--- src/rtl/region_scheduler_if.sv ---
// Request, dispatch and reconfiguration signals between the metadata queue,
// the region fabric and the region scheduler.
`default_nettype none

interface region_scheduler_if #(
  parameter int HTTP_DATA_WIDTH = 8,
  parameter int N_REGIONS       = 4,
  parameter int STAT_WIDTH      = 16,
  parameter int FID_WIDTH       = 4
) ();
  localparam int REGION_W = (N_REGIONS > 1) ? $clog2(N_REGIONS) : 1;

  logic                            req_tvalid;
  logic                            req_tready;
  logic [HTTP_DATA_WIDTH-1:0]      req_tdata;
  logic [N_REGIONS*STAT_WIDTH-1:0] region_stats_in;
  logic                            disp_valid;
  logic                            disp_ready;
  logic [REGION_W-1:0]             disp_region;
  logic [HTTP_DATA_WIDTH-1:0]      disp_data;
  logic                            pr_req;
  logic [REGION_W-1:0]             pr_region;
  logic [FID_WIDTH-1:0]            pr_fid;
  logic                            pr_done;
  logic [31:0]                     lb_ctrl;

  modport slave (
    input  req_tvalid, req_tdata, region_stats_in, disp_ready, pr_done,
    output req_tready, disp_valid, disp_region, disp_data,
           pr_req, pr_region, pr_fid, lb_ctrl
  );

  modport master (
    output req_tvalid, req_tdata, region_stats_in, disp_ready, pr_done,
    input  req_tready, disp_valid, disp_region, disp_data,
           pr_req, pr_region, pr_fid, lb_ctrl
  );
endinterface

`default_nettype wire

--- src/rtl/region_scheduler.sv ---
// region_scheduler: pops one request, picks the least-loaded region that holds
// the function (or reconfigures the least-loaded available one), then dispatches.
`default_nettype none

module region_scheduler #(
  parameter int HTTP_DATA_WIDTH = 8,
  parameter int N_REGIONS       = 4,
  parameter int STAT_WIDTH      = 16,
  parameter int FID_WIDTH       = 4
) (
  input  wire logic          aclk,
  input  wire logic          aresetn,
  region_scheduler_if.slave  bus
);
  localparam int REGION_W = (N_REGIONS > 1) ? $clog2(N_REGIONS) : 1;

  typedef enum logic [1:0] {
    IDLE     = 2'd0,
    ARB      = 2'd1,
    RECONF   = 2'd2,
    DISPATCH = 2'd3
  } state_t;

  state_t                     state_q, state_d;
  logic [HTTP_DATA_WIDTH-1:0] data_q, data_d;
  logic [REGION_W-1:0]        target_q, target_d;
  logic [FID_WIDTH-1:0]       fid_tab_q [N_REGIONS];
  logic [FID_WIDTH-1:0]       fid_tab_d [N_REGIONS];
  logic [N_REGIONS-1:0]       fid_valid_q, fid_valid_d;
  logic [15:0]                disp_cnt_q, disp_cnt_d;
  logic [REGION_W-1:0]        last_region_q, last_region_d;
  logic [31:0]                lb_ctrl_q, lb_ctrl_d;
  logic                       alive_q, alive_d;

  logic [FID_WIDTH-1:0]       w_fid;
  logic                       hit_any, elig_any;
  logic [REGION_W-1:0]        hit_idx, elig_idx;
  logic [STAT_WIDTH-1:0]      hit_load, elig_load;
  logic [7:0]                 last_ext;

  assign w_fid = data_q[FID_WIDTH-1:0];

  // Strict less-than keeps the lowest index on equal loads.
  always_comb begin : arb_pick
    logic [STAT_WIDTH-1:0] load_v;
    load_v    = '0;
    hit_any   = 1'b0;
    hit_idx   = '0;
    hit_load  = '1;
    elig_any  = 1'b0;
    elig_idx  = '0;
    elig_load = '1;
    for (int i = 0; i < N_REGIONS; i++) begin
      load_v = bus.region_stats_in[i*STAT_WIDTH +: STAT_WIDTH];
      if (load_v != '1) begin
        if (!elig_any || (load_v < elig_load)) begin
          elig_any  = 1'b1;
          elig_load = load_v;
          elig_idx  = REGION_W'(i);
        end
        if (fid_valid_q[i] && (fid_tab_q[i] == w_fid) &&
            (!hit_any || (load_v < hit_load))) begin
          hit_any  = 1'b1;
          hit_load = load_v;
          hit_idx  = REGION_W'(i);
        end
      end
    end
  end

  always_comb begin
    state_d       = state_q;
    data_d        = data_q;
    target_d      = target_q;
    fid_tab_d     = fid_tab_q;
    fid_valid_d   = fid_valid_q;
    disp_cnt_d    = disp_cnt_q;
    last_region_d = last_region_q;
    alive_d       = 1'b1;
    case (state_q)
      IDLE: begin
        if (bus.req_tvalid && alive_q) begin
          data_d  = bus.req_tdata;
          state_d = ARB;
        end
      end
      ARB: begin
        if (hit_any) begin
          target_d = hit_idx;
          state_d  = DISPATCH;
        end else if (elig_any) begin
          target_d = elig_idx;
          state_d  = RECONF;
        end
      end
      RECONF: begin
        if (bus.pr_done) begin
          for (int i = 0; i < N_REGIONS; i++) begin
            if (REGION_W'(i) == target_q) begin
              fid_tab_d[i]   = w_fid;
              fid_valid_d[i] = 1'b1;
            end
          end
          state_d = DISPATCH;
        end
      end
      DISPATCH: begin
        if (bus.disp_ready) begin
          disp_cnt_d    = disp_cnt_q + 16'd1;
          last_region_d = target_q;
          state_d       = IDLE;
        end
      end
      default: state_d = IDLE;
    endcase
  end

  always_comb begin
    last_ext                 = '0;
    last_ext[REGION_W-1:0]   = last_region_q;
    lb_ctrl_d = {4'b0001 << state_q, 4'b0000, last_ext, disp_cnt_q};
  end

  always_ff @(posedge aclk or negedge aresetn) begin
    if (!aresetn) begin
      state_q       <= IDLE;
      data_q        <= '0;
      target_q      <= '0;
      fid_valid_q   <= '0;
      disp_cnt_q    <= '0;
      last_region_q <= '0;
      lb_ctrl_q     <= '0;
      alive_q       <= 1'b0;
      for (int i = 0; i < N_REGIONS; i++) fid_tab_q[i] <= '0;
    end else begin
      state_q       <= state_d;
      data_q        <= data_d;
      target_q      <= target_d;
      fid_valid_q   <= fid_valid_d;
      disp_cnt_q    <= disp_cnt_d;
      last_region_q <= last_region_d;
      lb_ctrl_q     <= lb_ctrl_d;
      alive_q       <= alive_d;
      for (int i = 0; i < N_REGIONS; i++) fid_tab_q[i] <= fid_tab_d[i];
    end
  end

  // alive_q keeps ready low while reset is held and for the first edge after.
  assign bus.req_tready  = alive_q && (state_q == IDLE);
  assign bus.disp_valid  = (state_q == DISPATCH);
  assign bus.pr_req      = (state_q == RECONF);
  assign bus.disp_region = target_q;
  assign bus.pr_region   = target_q;
  assign bus.disp_data   = data_q;
  assign bus.pr_fid      = w_fid;
  assign bus.lb_ctrl     = lb_ctrl_q;

endmodule

`default_nettype wire

--- src/flat_wrapper.sv ---
// flat-port wrapper written by rule: the top's interface ports become plain ports
module region_scheduler_flat 
#(
  parameter int HTTP_DATA_WIDTH = 8,
  parameter int N_REGIONS       = 4,
  parameter int STAT_WIDTH      = 16,
  parameter int FID_WIDTH       = 4
)
  (aclk, aresetn, bus_req_tvalid, bus_req_tdata, bus_region_stats_in, bus_disp_ready, bus_pr_done, bus_req_tready, bus_disp_valid, bus_disp_region, bus_disp_data, bus_pr_req, bus_pr_region, bus_pr_fid, bus_lb_ctrl);
  region_scheduler_if #(.HTTP_DATA_WIDTH(HTTP_DATA_WIDTH), .N_REGIONS(N_REGIONS), .STAT_WIDTH(STAT_WIDTH), .FID_WIDTH(FID_WIDTH)) bus_i ();
  input  wire logic aclk;
  input  wire logic aresetn;
  input wire logic [$bits(bus_i.req_tvalid)-1:0] bus_req_tvalid;
  input wire logic [$bits(bus_i.req_tdata)-1:0] bus_req_tdata;
  input wire logic [$bits(bus_i.region_stats_in)-1:0] bus_region_stats_in;
  input wire logic [$bits(bus_i.disp_ready)-1:0] bus_disp_ready;
  input wire logic [$bits(bus_i.pr_done)-1:0] bus_pr_done;
  output wire logic [$bits(bus_i.req_tready)-1:0] bus_req_tready;
  output wire logic [$bits(bus_i.disp_valid)-1:0] bus_disp_valid;
  output wire logic [$bits(bus_i.disp_region)-1:0] bus_disp_region;
  output wire logic [$bits(bus_i.disp_data)-1:0] bus_disp_data;
  output wire logic [$bits(bus_i.pr_req)-1:0] bus_pr_req;
  output wire logic [$bits(bus_i.pr_region)-1:0] bus_pr_region;
  output wire logic [$bits(bus_i.pr_fid)-1:0] bus_pr_fid;
  output wire logic [$bits(bus_i.lb_ctrl)-1:0] bus_lb_ctrl;
  assign bus_i.req_tvalid = bus_req_tvalid;
  assign bus_i.req_tdata = bus_req_tdata;
  assign bus_i.region_stats_in = bus_region_stats_in;
  assign bus_i.disp_ready = bus_disp_ready;
  assign bus_i.pr_done = bus_pr_done;
  assign bus_req_tready = bus_i.req_tready;
  assign bus_disp_valid = bus_i.disp_valid;
  assign bus_disp_region = bus_i.disp_region;
  assign bus_disp_data = bus_i.disp_data;
  assign bus_pr_req = bus_i.pr_req;
  assign bus_pr_region = bus_i.pr_region;
  assign bus_pr_fid = bus_i.pr_fid;
  assign bus_lb_ctrl = bus_i.lb_ctrl;
  region_scheduler #(.HTTP_DATA_WIDTH(HTTP_DATA_WIDTH), .N_REGIONS(N_REGIONS), .STAT_WIDTH(STAT_WIDTH), .FID_WIDTH(FID_WIDTH)) u_core (.aclk(aclk), .aresetn(aresetn), .bus(bus_i));
endmodule
--- config.mk ---
export PLATFORM = sky130hd
export DESIGN_NAME = region_scheduler_flat
export DESIGN_NICKNAME = d
export VERILOG_FILES = /design/src/rtl/region_scheduler_if.sv /design/src/rtl/region_scheduler.sv /design/src/flat_wrapper.sv
export SDC_FILE = /design/constraint.sdc
export NUM_CORES = 1
export LEC_CHECK = 0
export CORE_ASPECT_RATIO = 0.5
export CORE_MARGIN = 5
export CORE_UTILIZATION = 49
export DETAILED_ROUTE_END_ITERATION = 8
export PLACE_DENSITY = 0.76
export SLEW_MARGIN = 40
export SYNTH_ARGS = -nofsm -noshare
export SYNTH_HDL_FRONTEND = slang
export SYNTH_SLANG_ARGS = --single-unit
export TNS_END_PERCENT = 20
--- constraint.sdc ---
create_clock -name aclk -period 9.35 [get_ports aclk]
set_clock_uncertainty 0.2 [all_clocks]
set_input_delay 1.87 -clock aclk [delete_from_list [all_inputs] [get_ports aclk]]
set_output_delay 1.87 -clock aclk [all_outputs]
set_load 0.01 [all_outputs]
Word level (Yosys, flattened, before mapping):

Index checks and enable logic that the tools add are counted.

* register bits after elaboration: 73
* bits of input ports: 77
* output and inout bits: 51
* logic and storage cells: 119

* add/sub/neg operators: 1
* $lt $le $gt $ge: 6
* eq/ne operators: 18
* shifts and indexed selects: 1
* muxes and demuxes: 46
* reduce and logical (&&, ||, !) cells: 32

Operators with widths (number)
* 16-bit 2-to-1 mux: 11
* 16-bit less-than comparator: 6
* 16-bit inequality test, second input constant: 4
* 2-bit 2-to-1 mux: 17
* 1-bit 2-to-1 mux: 17
* 16-bit by 1-bit adder with 16-bit output, second input constant: 1
* 4-bit == test: 4
* 3-bit AND reduction: 4
* 1-bit logical AND: 9
* 2-bit one-hot mux with 4 select lines: 1
* 1-bit logical NOT: 6
* 1-bit logical OR: 6
* 2-bit AND reduction: 3
* 2-bit == test, first input constant: 2
* 2-bit == test, second input constant: 2
* 2-bit logical NOT: 2
* 2-bit inequality test, second input constant: 2
* 4-bit AND reduction: 1
* 1-bit by 2-bit left shift with 4-bit output, first input constant: 1
* 3-bit by 1-bit inequality test with 1-bit output, second input constant: 1
* 1-bit by 2-bit == test with 1-bit output, first input constant: 1
* 2-bit by 1-bit == test with 1-bit output, second input constant: 1
* 2-bit by 1-bit inequality test with 1-bit output, second input constant: 1
* 2-bit nonzero test: 1

Logic depth before layout (Yosys ltp):

Gate-level depths: netlist of the first run.

* depth after elaboration: 21
* mapped depth: 36
* gate-level depth less buffers: 32

Worst setup path before layout of the first run:

OpenSTA, ideal clock, no wires.

* kind: input -> register
* start point: input port bus_region_stats_in[14]
* end point: register u_core.target_q[1] (netlist: u_core.bus.disp_region[1])
* library setup time: 66 ps
* arrival time: 8000 ps
* required time: 9084 ps
* setup slack: 1084 ps
* stages on the path: 35
* buffers on the path: 3
* cell sequence: nand4_1 -> or4_1 -> nand3_1 -> clkbuf_1 -> nor2_1 -> ha_1 -> and3_1 -> o311a_1 -> a211oi_1 -> o221a_4 -> o21ai_0 -> clkbuf_1 -> nand2_1 -> o21ai_0 -> ha_1 -> a21oi_1 -> o221ai_1 -> o211ai_1 -> a21oi_1 -> a21o_1 -> a31o_2 -> a21oi_2 -> buf_2 -> nor2_1 -> a21oi_1 -> ha_1 -> a21o_1 -> a21o_1 -> a21o_1 -> a21o_1 -> a211oi_1 -> o211ai_1 -> nand3_1 -> o31a_1 -> o32a_1

* cells in the longest elaborated chain, start to end: 19
* elaborated cells between the ends (all ways): 59
* those cells by class: order compare (6); eq/ne (1); mux (35); reduce/logical (17)

RTL lines
* from (decl): line flat_wrapper.sv:15 `input wire logic [$bits(bus_i.region_stats_in)-1:0] bus_region_stats_in;`
* 16-bit inequality test or 16-bit 2-to-1 mux (tied branches): line region_scheduler.sv:55, region_scheduler.sv:61
* 16-bit 2-to-1 mux or 1-bit 2-to-1 mux (tied branches): line region_scheduler.sv:55 `if (load_v != '1) begin`
* 16-bit less-than comparator or 1-bit logical NOT (tied branches): line region_scheduler.sv:62 `(!hit_any || (load_v < hit_load))) begin`
* 1-bit logical OR: line region_scheduler.sv:62
* 1-bit logical AND: line region_scheduler.sv:61 `if (fid_valid_q[i] && (fid_tab_q[i] == w_fid) &&`
* 16-bit 2-to-1 mux or 1-bit 2-to-1 mux (tied branches): line region_scheduler.sv:61
* 16-bit 2-to-1 mux or 1-bit 2-to-1 mux (tied branches): line region_scheduler.sv:55
* 16-bit less-than comparator or 1-bit logical NOT (tied branches): line region_scheduler.sv:62
* (+3 left out)
* 16-bit 2-to-1 mux or 1-bit 2-to-1 mux (tied branches): line region_scheduler.sv:55
* 16-bit less-than comparator or 1-bit logical NOT (tied branches): line region_scheduler.sv:62
* 1-bit logical OR: line region_scheduler.sv:62
* 1-bit logical AND: line region_scheduler.sv:61
* 1-bit 2-to-1 mux: line region_scheduler.sv:61
* 1-bit 2-to-1 mux: line region_scheduler.sv:55
* 2-bit nonzero test (no line)
* 2-bit AND reduction (no line)
* to (signal assigned): line region_scheduler.sv:138 `target_q <= target_d;`
* to (decl): line region_scheduler.sv:26 `logic [REGION_W-1:0] target_q, target_d;`

Parallel ways exist; a longest one is shown, timed or not. The select of a mux whose other input is x is not followed.
A chain may end at the register's enable or synchronous reset.

Worst setup path in the final report of the first run:

* start point: input port bus_region_stats_in[9]
* end point: register u_core.target_q[0] (netlist: u_core.bus.disp_region[0])

Same word-level chain as after synthesis.

==> results of run 1 <==
[worst max-delay path, delay by kind of cell]
family / cells / cell delay, ns
simple gates: 7 / 1.47
compound gates: 21 / 3.99
fa+ha+maj: 3 / 0.88
buf+inv: 2 / 0.79
[worst min-delay path by stage]
stage | startpoint | to | slack (ns) | cells after the start
after floorplan | u_core.last_region_q[0]$_DFFE_PN0P_ | u_core.bus.lb_ctrl[16]$_DFF_PN0_ | 0.15 | 0
after global placement | u_core.last_region_q[1]$_DFFE_PN0P_ | u_core.bus.lb_ctrl[17]$_DFF_PN0_ | 0.16 | 0
after detailed placement | u_core.last_region_q[1]$_DFFE_PN0P_ | u_core.bus.lb_ctrl[17]$_DFF_PN0_ | 0.16 | 0
after CTS | u_core.last_region_q[1]$_DFFE_PN0P_ | u_core.bus.lb_ctrl[17]$_DFF_PN0_ | 0.17 | 0
after global routing | u_core.last_region_q[1]$_DFFE_PN0P_ | u_core.bus.lb_ctrl[17]$_DFF_PN0_ | 0.20 | 0
final | u_core.last_region_q[1]$_DFFE_PN0P_ | u_core.bus.lb_ctrl[17]$_DFF_PN0_ | 0.17 | 0
[layout by cell type (no fill, tap or decap), types with 3 or more instances in the layout]
master	count
dfrtp_1	73
clkdlybuf4s50_1	116
and4_1	3
xnor2_1	15
nand2b_1	4
nor2b_1	7
a21oi_1	37
xor2_1	15
a211oi_1	8
conb_1	11
o211ai_1	6
nor2_1	55
clkbuf_16	9
nor3_1	12
o22ai_1	7
and2_1	4
and3_1	4
inv_1	32
ha_1	93
mux2i_1	10
a21o_1	9
buf_4	10
mux2_2	32
nor4_1	3
nand2_1	56
nand4_1	31
a221oi_1	3
o21ai_0	47
o2111ai_1	4
nand3_1	18
[logic make-up after synthesis]
group | Yosys count | synth area share
other cells | 2 | 0.00123
flops | 73 | 0.299
xor+xnor | 31 | 0.0457
simple gates | 216 | 0.177
mux | 42 | 0.0755
fa+ha+maj | 94 | 0.192
compound gates | 150 | 0.156
buf+inv | 63 | 0.0527
[state kept, by name (all words and copies together) (netlist names)]
| name | flops |
|---|---|
| u_core.alive_q | 1 |
| u_core.bus.disp_data | 8 |
| u_core.bus.disp_region | 2 |
| u_core.bus.lb_ctrl | 22 |
| u_core.disp_cnt_q | 16 |
| u_core.fid_tab_q | 16 |
| u_core.fid_valid_q | 4 |
| u_core.last_region_q | 2 |
| u_core.state_q | 2 |
[routing by layer]
metal  global-route usage  routed length, um  share of wire  vias to the layer above
met4               0.0545                170          0.010                        0
met3               0.0574               1370          0.080                       17
met5                    0                  0              0                        -
met1                0.301               7670           0.45                     2680
li1                     -                  -              -                     2679
met2                0.389               7840           0.46                      175
[stage by stage]
| step | setup WS, ns | total power, mW |
|---|---|---|
| 2_1_floorplan | 1.08 | 1.07 |
| 3_3_place_gp | 0.371 | 1.34 |
| 3_5_place_dp | 0.112 | 1.37 |
| 4_1_cts | 0.417 | 1.75 |
| 5_1_grt | 0.0107 | 1.89 |
| 6_report | 0.402 | 1.75 |
[cell type report]
| type | instances | share of cell area |
|---|---|---|
| Timing Repair Buffer | 127 | 0.161 |
| Multi-Input combinational cell | 544 | 0.517 |
| Sequential cell | 73 | 0.236 |
| Tap cell | 165 | 0.0267 |
| Inverter | 32 | 0.0155 |
| Clock buffer | 12 | 0.0332 |
| Clock inverter | 4 | 0.00955 |
[what timing repair did]
| action | 4_1_cts | 5_1_grt |
|---|---|---|
| endpoints found under the setup margin | 0 | 2 |
| resized for setup | 0 | 1 |
| setup buffers | 0 | 0 |
[power by group through the flow]
stage                     clock network [mW]  registers [mW]  logic [mW]
after floorplan                            0           0.495       0.573
after global placement                     0           0.510       0.828
after detailed placement                   0           0.515       0.853
after CTS                              0.382           0.512       0.858
after global routing                   0.396           0.528       0.961
final                                  0.375           0.510       0.864
==> reports/summary.txt, run 1 <==
Min-Delay Path Class - reg2reg
Worst R2R Path Depth - 32
Rows - 28
Post-synth top flop - dfrtp_1
maxcap violations - 0
Critical Path Max Stage Delay - 0.62 ns
relative slew slack - 0.512
vias per cell - 5.80
largest net degree at the start of global routing - 74
Congestion Overflow GR - 0
Synth-to-Final Area Change - 26.7%
area leader, netlist - dfrtp_1
Yosys cell types - 69
# clock sinks - 73
number of buffers created by CTS - 9
crit path max-delay cell type - or4_1
f_max - 112 MHz
layout cells sized above 1 - 0.0922
Worst Path Required - 9.42 ns
Post-synth EDFFs - 0
Starting Density - 0.509
final worst-path cycle share - 0.957
cell count after synthesis - 671
PortBufs - 117
die height - 88.9 um
Hold WS - 0.169 ns
Root Buffer - clkbuf_16
startpoint class of the critical path - primary input
sequential cell area - 0.00183 mm2
crit-path max FO - 31
Clock power frac - 0.215
flop-to-flop setup slack - 2.09 ns
wire length per cell - 17.8 um
Mapped Area - 0.00610 mm2
area of the multi-input gates - 0.00400 mm2
Hold Vio Cnt, Final - 0
Worst-Skew Late Latency - 0.33 ns
Power per Cell Area - 226 mW/mm2
synth warn - 0
filler instances - 1037
Die X-Extent - 168 um
core area - 0.0120 mm2
Post-DP HPWL - 13.4 mm
setup TNS - 0 ns
vias in the first global route - 5553
gr usage total - 0.229
Iteration-0 DRC Markers - 375
final wirelength - 17.0 mm
CP dominant cell by count - a21o_1
P_sw - 662 uW
Syn Area/Cell - 9.09 um2
Setup crit start - bus_region_stats_in[9]
count leader, synth - ha_1
CP Class - in2reg
status - finished, final reports clean
sequential fraction of design power - 0.292
leakage power - 3.52 nW
endpoint class of the critical path - register
unrepaired setup endpoints after global routing - false
reg2reg start - u_core.bus.disp_data[1]$_DFFE_PN0P_
DR DRC count - 0
Comb power frac - 0.494
main area contributors after synthesis - dfrtp_1 30%, ha_1 19%, mux2_2 5.9%
clock buffer depth - 2
Hold-fix buffers, CTS - 0
endpoints failing setup - 0
die area - 0.0149 mm2
Least-Margin Pin Slew - 0.727 ns
CTS tree - built
routability cong. - 0.937
Post-synth top cells - 93 x ha_1, 73 x dfrtp_1, 56 x nand2_1, 55 x nor2_1, 48 x o21ai_0
placed instance count - 941
Ports - 128
Internal - 1.09 mW
#FFs+latches synth - 73
initial antenna violation count - 0
Final nets - 957
Pre-antenna DRT Iters - 4
routed via count - 5551
end of the critical path - u_core.bus.disp_region[0]$_DFFE_PN0P_
Inserted Diodes - 0
Final Slew Violations - 0
post-route cell area - 0.00773 mm2
Synth async-reset ratio - 1.00
Peak supply drop - 206 uV
fin util - 0.645
sequential fraction of the synthesis area - 0.299
critical path arrival - 9.02 ns
ANT nets after route - 0
post-synth top area share - 0.299
minimum clock period - 8.95 ns
Area after DPL - 0.00739 mm2
switching share of power - 0.378
reg2reg end - u_core.bus.disp_region[0]$_DFFE_PN0P_
first-pass GRT wire length - 27.6 mm
Clock transition at path regs - 0.06 ns
H-tree Lvls - 3
non-filler cells, final - 957
(Power assumes the default switching activity.)
==> run 2: changes to the inputs <==
--- a/config.mk
+++ b/config.mk
@@ -5,9 +5,11 @@
 export SDC_FILE = /design/constraint.sdc
 export NUM_CORES = 1
 export LEC_CHECK = 0
+export CAP_MARGIN = 20
 export CORE_ASPECT_RATIO = 0.5
 export CORE_MARGIN = 5
 export CORE_UTILIZATION = 49
+export CTS_BUF_LIST = sky130_fd_sc_hd__clkbuf_2 sky130_fd_sc_hd__clkbuf_4 sky130_fd_sc_hd__clkbuf_8
 export DETAILED_ROUTE_END_ITERATION = 8
 export PLACE_DENSITY = 0.76
 export SLEW_MARGIN = 40
==> run 2 against run 1 <==
Largest power group unchanged. Via count hardly changed. Count of clock-buffer cells in the layout is the same. Critical path depth unchanged. Sequential share of layout area rose by 0.30 points. Register-to-register slack better by 0.04 ns. Routed wire length down 0.27%. Die area unchanged. Clock power down 25%. Sequential power about the same. Combinational power hardly changed. Global-route usage decreased by 0.23 points. Fmax grew 0.43%.
==> reports/summary.txt, run 2 (same netlist as run 1, synthesis figures left out) <==
endpoint class of the critical path - register (unchanged)
routability cong. - 0.937 (unchanged)
status - finished, final reports clean (unchanged)
Peak supply drop - 190 uV (was 206 uV)
first-pass GRT wire length - 27.5 mm (was 27.6 mm)
maxcap violations - 0 (unchanged)
critical path arrival - 8.99 ns (was 9.02 ns)
largest net degree at the start of global routing - 74 (unchanged)
PortBufs - 117 (unchanged)
leakage power - 3.48 nW (was 3.52 nW)
ANT nets after route - 0 (unchanged)
Post-DP HPWL - 13.4 mm (unchanged)
Hold Vio Cnt, Final - 0 (unchanged)
routed via count - 5550 (was 5551)
commonest non-fill, non-tap cell in the layout - clkdlybuf4s50_1 (unchanged)
Power per Cell Area - 216 mW/mm2 (was 226 mW/mm2)
minimum clock period - 8.91 ns (was 8.95 ns)
Min-Delay Path Class - reg2reg (unchanged)
vias per cell - 5.80 (about the same)
setup ws final - 0.440 ns (was 0.402 ns)
die height - 88.9 um (unchanged)
Die X-Extent - 168 um (unchanged)
CP dominant cell by count - a21o_1 (unchanged)
gr usage total - 0.227 (was 0.229)
core area - 0.0120 mm2 (unchanged)
Root Buffer - clkbuf_8 (was clkbuf_16)
relative slew slack - 0.503 (was 0.512)
vias in the first global route - 5549 (was 5553)
Hold Path Depth - 0 (unchanged)
wire length per cell - 17.8 um (about the same)
Worst R2R Path Depth - 32 (unchanged)
startpoint class of the critical path - primary input (unchanged)
DR DRC count - 0 (unchanged)
final worst-path cycle share - 0.953 (was 0.957)
CP Class - in2reg (unchanged)
Largest register FFs - 22 (unchanged)
final wirelength - 17.0 mm (about the same)
clock buffer depth - 2 (unchanged)
Pre-antenna DRT Iters - 6 (was 4)
Ports - 128 (unchanged)
unrepaired setup endpoints after global routing - false (unchanged)
endpoints failing setup - 0 (unchanged)
Starting Density - 0.509 (unchanged)
setup TNS - 0 ns (unchanged)
pre-CTS setup slack - 0.112 ns (unchanged)
H-tree Lvls - 3 (unchanged)
Iteration-0 DRC Markers - 382 (was 375)
# clock sinks - 73 (unchanged)
Rows - 28 (unchanged)
crit-path max FO - 31 (unchanged)
Worst-Skew Late Latency - 0.33 ns (about the same)
Final nets - 957 (unchanged)
Critical Path Max Stage Delay - 0.62 ns (about the same)
number of buffers created by CTS - 9 (unchanged)
initial antenna violation count - 0 (unchanged)
Post-CTS Setup Bufs - 0 (unchanged)
crit path max-delay cell type - or4_1 (unchanged)
Worst Path Required - 9.43 ns (was 9.42 ns)
Clock transition at path regs - 0.08 ns (was 0.06 ns)
CTS tree - built (unchanged)
layout cells sized above 1 - 0.0934 (was 0.0922)
Final Slew Violations - 0 (unchanged)
Congestion Overflow GR - 0 (unchanged)
Least-Margin Pin Slew - 0.740 ns (was 0.727 ns)
fin util - 0.637 (was 0.645)
Synth-to-Final Area Change - 25.1% (was 26.7%)
most frequent cells in the layout - 116 x clkdlybuf4s50_1, 93 x ha_1, 73 x dfrtp_1, 56 x nand2_1, 55 x nor2_1 (unchanged)
die area - 0.0149 mm2 (unchanged)
f_max - 112 MHz (about the same)
Inserted Diodes - 0 (unchanged)
## run 2: final cells by class
type,count,area (um2)
Clock buffer,12,159
Timing Repair Buffer,127,1250
Fill cell,1055,4350
Sequential cell,73,1830
Tap cell,165,206
Inverter,32,120
Clock inverter,4,73.8
Multi-Input combinational cell,544,4000
## run 2: repair_timing
action	4_1_cts	5_1_grt
hold buffers	0	0
resized for setup	0	1
endpoints found under the setup margin	0	2
## run 2: final timing paths
path	slack, ns	start	to
setup / recovery	0.44	bus_region_stats_in[9]	u_core.bus.disp_region[0]$_DFFE_PN0P_
hold / removal	0.17	u_core.last_region_q[1]$_DFFE_PN0P_	u_core.bus.lb_ctrl[17]$_DFF_PN0_
setup reg to reg	2.13	u_core.bus.disp_data[1]$_DFFE_PN0P_	u_core.bus.disp_region[0]$_DFFE_PN0P_
hold reg to reg	0.17	u_core.last_region_q[1]$_DFFE_PN0P_	u_core.bus.lb_ctrl[17]$_DFF_PN0_
max in group asynchronous	7.16	aresetn	u_core.bus.lb_ctrl[30]$_DFF_PN0_
min in group asynchronous	1.34	aresetn	u_core.bus.disp_data[2]$_DFFE_PN0P_
## run 2: metrics by stage
| stage | power [mW] | cells | cell area (um2) | hold WS [ns] |
|---|---|---|---|---|
| 2_1_floorplan | 1.07 | 680 | 6130 | 0.149 |
| 3_3_place_gp | 1.34 | 941 | 7380 | 0.155 |
| 3_5_place_dp | 1.37 | 941 | 7390 | 0.159 |
| 4_1_cts | 1.66 | 957 | 7620 | 0.174 |
| 5_1_grt | 1.79 | 957 | 7630 | 0.201 |
| 6_report | 1.65 | 957 | 7630 | 0.171 |
## run 2: layer usage
metal  vias to the layer above  global-route usage  part of all wire
met5                         -                   0                 0
met4                         0              0.0412            0.0059
met3                        12              0.0548             0.074
met2                       183               0.389              0.47
met1                      2671               0.301              0.45
li1                       2684                   -                 -
## run 2: power breakdown
group | internal, mW | switching, mW | total, mW | leakage (nW)
clock | 0.169 | 0.112 | 0.281 | 0.120
combinational | 0.424 | 0.438 | 0.862 | 2.43
sequential | 0.414 | 0.0952 | 0.509 | 0.927
total | 1.01 | 0.645 | 1.65 | 3.48
## run 2: critical path, delay by kind of cell
family | cells | cell delay, ns
AND/OR/NAND/NOR | 7 | 1.45
buffers and inverters | 2 | 0.79
adder cells (fa/ha/maj) | 3 | 0.88
AO/OA/AOI/OAI | 21 | 3.97
==> run 3: changes to the inputs <==
--- a/config.mk
+++ b/config.mk
@@ -6,7 +6,7 @@
 export NUM_CORES = 1
 export LEC_CHECK = 0
 export CAP_MARGIN = 20
-export CORE_ASPECT_RATIO = 0.5
+export CORE_ASPECT_RATIO = 1.75
 export CORE_MARGIN = 5
 export CORE_UTILIZATION = 49
 export CTS_BUF_LIST = sky130_fd_sc_hd__clkbuf_2 sky130_fd_sc_hd__clkbuf_4 sky130_fd_sc_hd__clkbuf_8
==> run 3 against run 2 <==
Total power rose by 3.2%. Cell count grew 5.2%. Clock power decreased by 12%. Worst hold slack improved by 0.012 ns. Count of clock-buffer cells in the layout is 3 lower. Via count rose by 5.0%. Fmax is 0.96% lower. Critical path type unchanged. Highest routed layer unchanged.
==> reports/summary.txt, run 3 (same netlist as run 1, synthesis figures left out) <==
Power per Cell Area - 214 mW/mm2 (was 216 mW/mm2)
ANT nets after route - 0 (unchanged)
crit-path max FO - 16 (was 31)
vias per cell - 5.79 (was 5.80)
Power, Total - 1.71 mW (was 1.65 mW)
Final Slew Violations - 0 (unchanged)
unrepaired setup endpoints after global routing - false (unchanged)
Peak supply drop - 243 uV (was 190 uV)
die height - 158 um (was 88.9 um)
filler instances - 1054 (was 1055)
reg2reg start - u_core.bus.disp_data[1]$_DFFE_PN0P_ (unchanged)
commonest non-fill, non-tap cell in the layout - clkdlybuf4s50_1 (unchanged)
vias in the first global route - 6207 (was 5549)
die area - 0.0149 mm2 (about the same)
Starting Density - 0.493 (was 0.509)
Die X-Extent - 94.4 um (was 168 um)
Least-Margin Pin Slew - 0.747 ns (was 0.740 ns)
gr usage total - 0.275 (was 0.227)
first-pass GRT wire length - 31.2 mm (was 27.5 mm)
minimum clock period - 9.00 ns (was 8.91 ns)
CP Class - in2reg (unchanged)
routability cong. - 0.949 (was 0.937)
Congestion Overflow GR - 0 (unchanged)
endpoints failing setup - 0 (unchanged)
most frequent cells in the layout - 116 x clkdlybuf4s50_1, 93 x ha_1, 73 x dfrtp_1, 56 x nand2_1, 55 x nor2_1 (unchanged)
hold path startpoint - u_core.last_region_q[0]$_DFFE_PN0P_ (was u_core.last_region_q[1]$_DFFE_PN0P_)
Synth-to-Final Area Change - 30.7% (was 25.1%)
final worst-path cycle share - 0.962 (was 0.953)
f_max - 111 MHz (was 112 MHz)
Hold-fix buffers, CTS - 0 (unchanged)
largest net degree at the start of global routing - 74 (unchanged)
reg2reg end - u_core.bus.disp_region[1]$_DFFE_PN0P_ (was u_core.bus.disp_region[0]$_DFFE_PN0P_)
Iteration-0 DRC Markers - 243 (was 382)
setup TNS - 0 ns (unchanged)
# clock sinks - 73 (unchanged)
pre-CTS setup slack - -0.0748 ns (was 0.112 ns)
PortBufs - 117 (unchanged)
DR DRC count - 0 (unchanged)
Hold Path Depth - 0 (unchanged)
setup ws final - 0.354 ns (was 0.440 ns)
flop-to-flop setup slack - 1.94 ns (was 2.13 ns)
Rows - 54 (was 28)
layout cells sized above 1 - 0.143 (was 0.0934)
critical path arrival - 9.04 ns (was 8.99 ns)
clock buffer depth - 2 (unchanged)
Pre-antenna DRT Iters - 7 (was 6)
number of buffers created by CTS - 9 (unchanged)
CTS tree - built (unchanged)
startpoint class of the critical path - primary input (unchanged)
leakage power - 3.70 nW (was 3.48 nW)
maxcap violations - 0 (unchanged)
final wirelength - 20.1 mm (was 17.0 mm)
CP delay by family, top - compound AO/OA/AOI/OAI gates (unchanged)
Worst Path Required - 9.39 ns (was 9.43 ns)
H-tree Lvls - 3 (unchanged)
Inserted Diodes - 0 (unchanged)
Clock transition at path regs - 0.09 ns (was 0.08 ns)
Worst-Skew Late Latency - 0.35 ns (was 0.33 ns)
WP buf/inv - 5 (was 2)
Ports - 128 (unchanged)
Critical Path Max Stage Delay - 0.61 ns (was 0.62 ns)
wire length per cell - 20.0 um (was 17.8 um)
relative slew slack - 0.498 (was 0.503)
Root Buffer - clkbuf_8 (unchanged)
CP dominant cell by count - buf_4 (was a21o_1)
Hold Vio Cnt, Final - 0 (unchanged)
core area - 0.0124 mm2 (was 0.0120 mm2)
endpoint class of the critical path - register (unchanged)
Final nets - 1004 (was 957)
Largest register FFs - 22 (unchanged)
crit path max-delay cell type - or4_1 (unchanged)
worst hold endpoint - u_core.bus.lb_ctrl[16]$_DFF_PN0_ (was u_core.bus.lb_ctrl[17]$_DFF_PN0_)
Min-Delay Path Class - reg2reg (unchanged)
Worst R2R Path Depth - 29 (was 32)
Post-DP HPWL - 16.7 mm (was 13.4 mm)
routed via count - 5828 (was 5550)
status - finished, final reports clean (unchanged)
initial antenna violation count - 0 (unchanged)
## run 3: repair_timing
action / in CTS / in global routing
buffers inserted: 0 / 0
setup endpoints to repair: 0 / 2
resized for setup: 0 / 1
## run 3: stage by stage
step | instances | hold WS [ns] | util | area (um2)
6_report | 1007 | 0.182 | 0.645 | 7970
5_1_grt | 1007 | 0.200 | 0.645 | 7970
4_1_cts | 1007 | 0.186 | 0.644 | 7960
3_5_place_dp | 991 | 0.167 | 0.628 | 7760
3_3_place_gp | 991 | 0.156 | 0.628 | 7760
2_1_floorplan | 680 | 0.149 | - | 6130
## run 3: worst reg2reg max path, delay by kind of cell, from the launching register on
family,cells,cell delay (ns)
compound gates,11,2.66
simple gates,10,1.88
fa+ha+maj,3,0.94
buf+inv,4,0.81
flops,1,0.56
xor+xnor,1,0.27
## run 3: worst max-delay path by stage
stage	start	endpoint	slack, ns	depth (start not counted)
finish	bus_region_stats_in[8]	u_core.bus.disp_region[1]$_DFFE_PN0P_	0.35	30
global route	bus_region_stats_in[8]	u_core.bus.disp_region[1]$_DFFE_PN0P_	0.13	30
CTS	bus_region_stats_in[8]	u_core.bus.disp_region[1]$_DFFE_PN0P_	0.25	34
detailed placement	bus_region_stats_in[8]	u_core.bus.disp_region[1]$_DFFE_PN0P_	-0.07	30
global placement	bus_region_stats_in[9]	u_core.bus.disp_region[1]$_DFFE_PN0P_	0.09	30
floorplan	bus_region_stats_in[14]	u_core.bus.disp_region[1]$_DFFE_PN0P_	1.08	35
## run 3: power breakdown
group          switching (mW)  internal [mW]  leakage [nW]
registers              0.0991          0.414         0.927
logic                   0.470          0.474          2.67
clock network           0.122          0.125         0.100
total                   0.692           1.01          3.70
## run 3: metal layers
| layer | global-route usage | vias to the layer above | share of wire |
|---|---|---|---|
| li1 | - | 2778 | - |
| met1 | 0.264 | 2718 | 0.34 |
| met2 | 0.520 | 257 | 0.53 |
| met3 | 0.0433 | 75 | 0.058 |
| met4 | 0.196 | 0 | 0.076 |
| met5 | 0 | - | 0 |
## run 3: layout make-up
cell class	count	area, um2	area share
multi-input cells	544	3990	0.501
clock inverters	7	77.6	0.00973
well taps	168	210	0.0264
repair buffers	174	1620	0.204
inverters	32	120	0.0151
flip-flops and latches	73	1830	0.229
clock buffers	9	124	0.0155
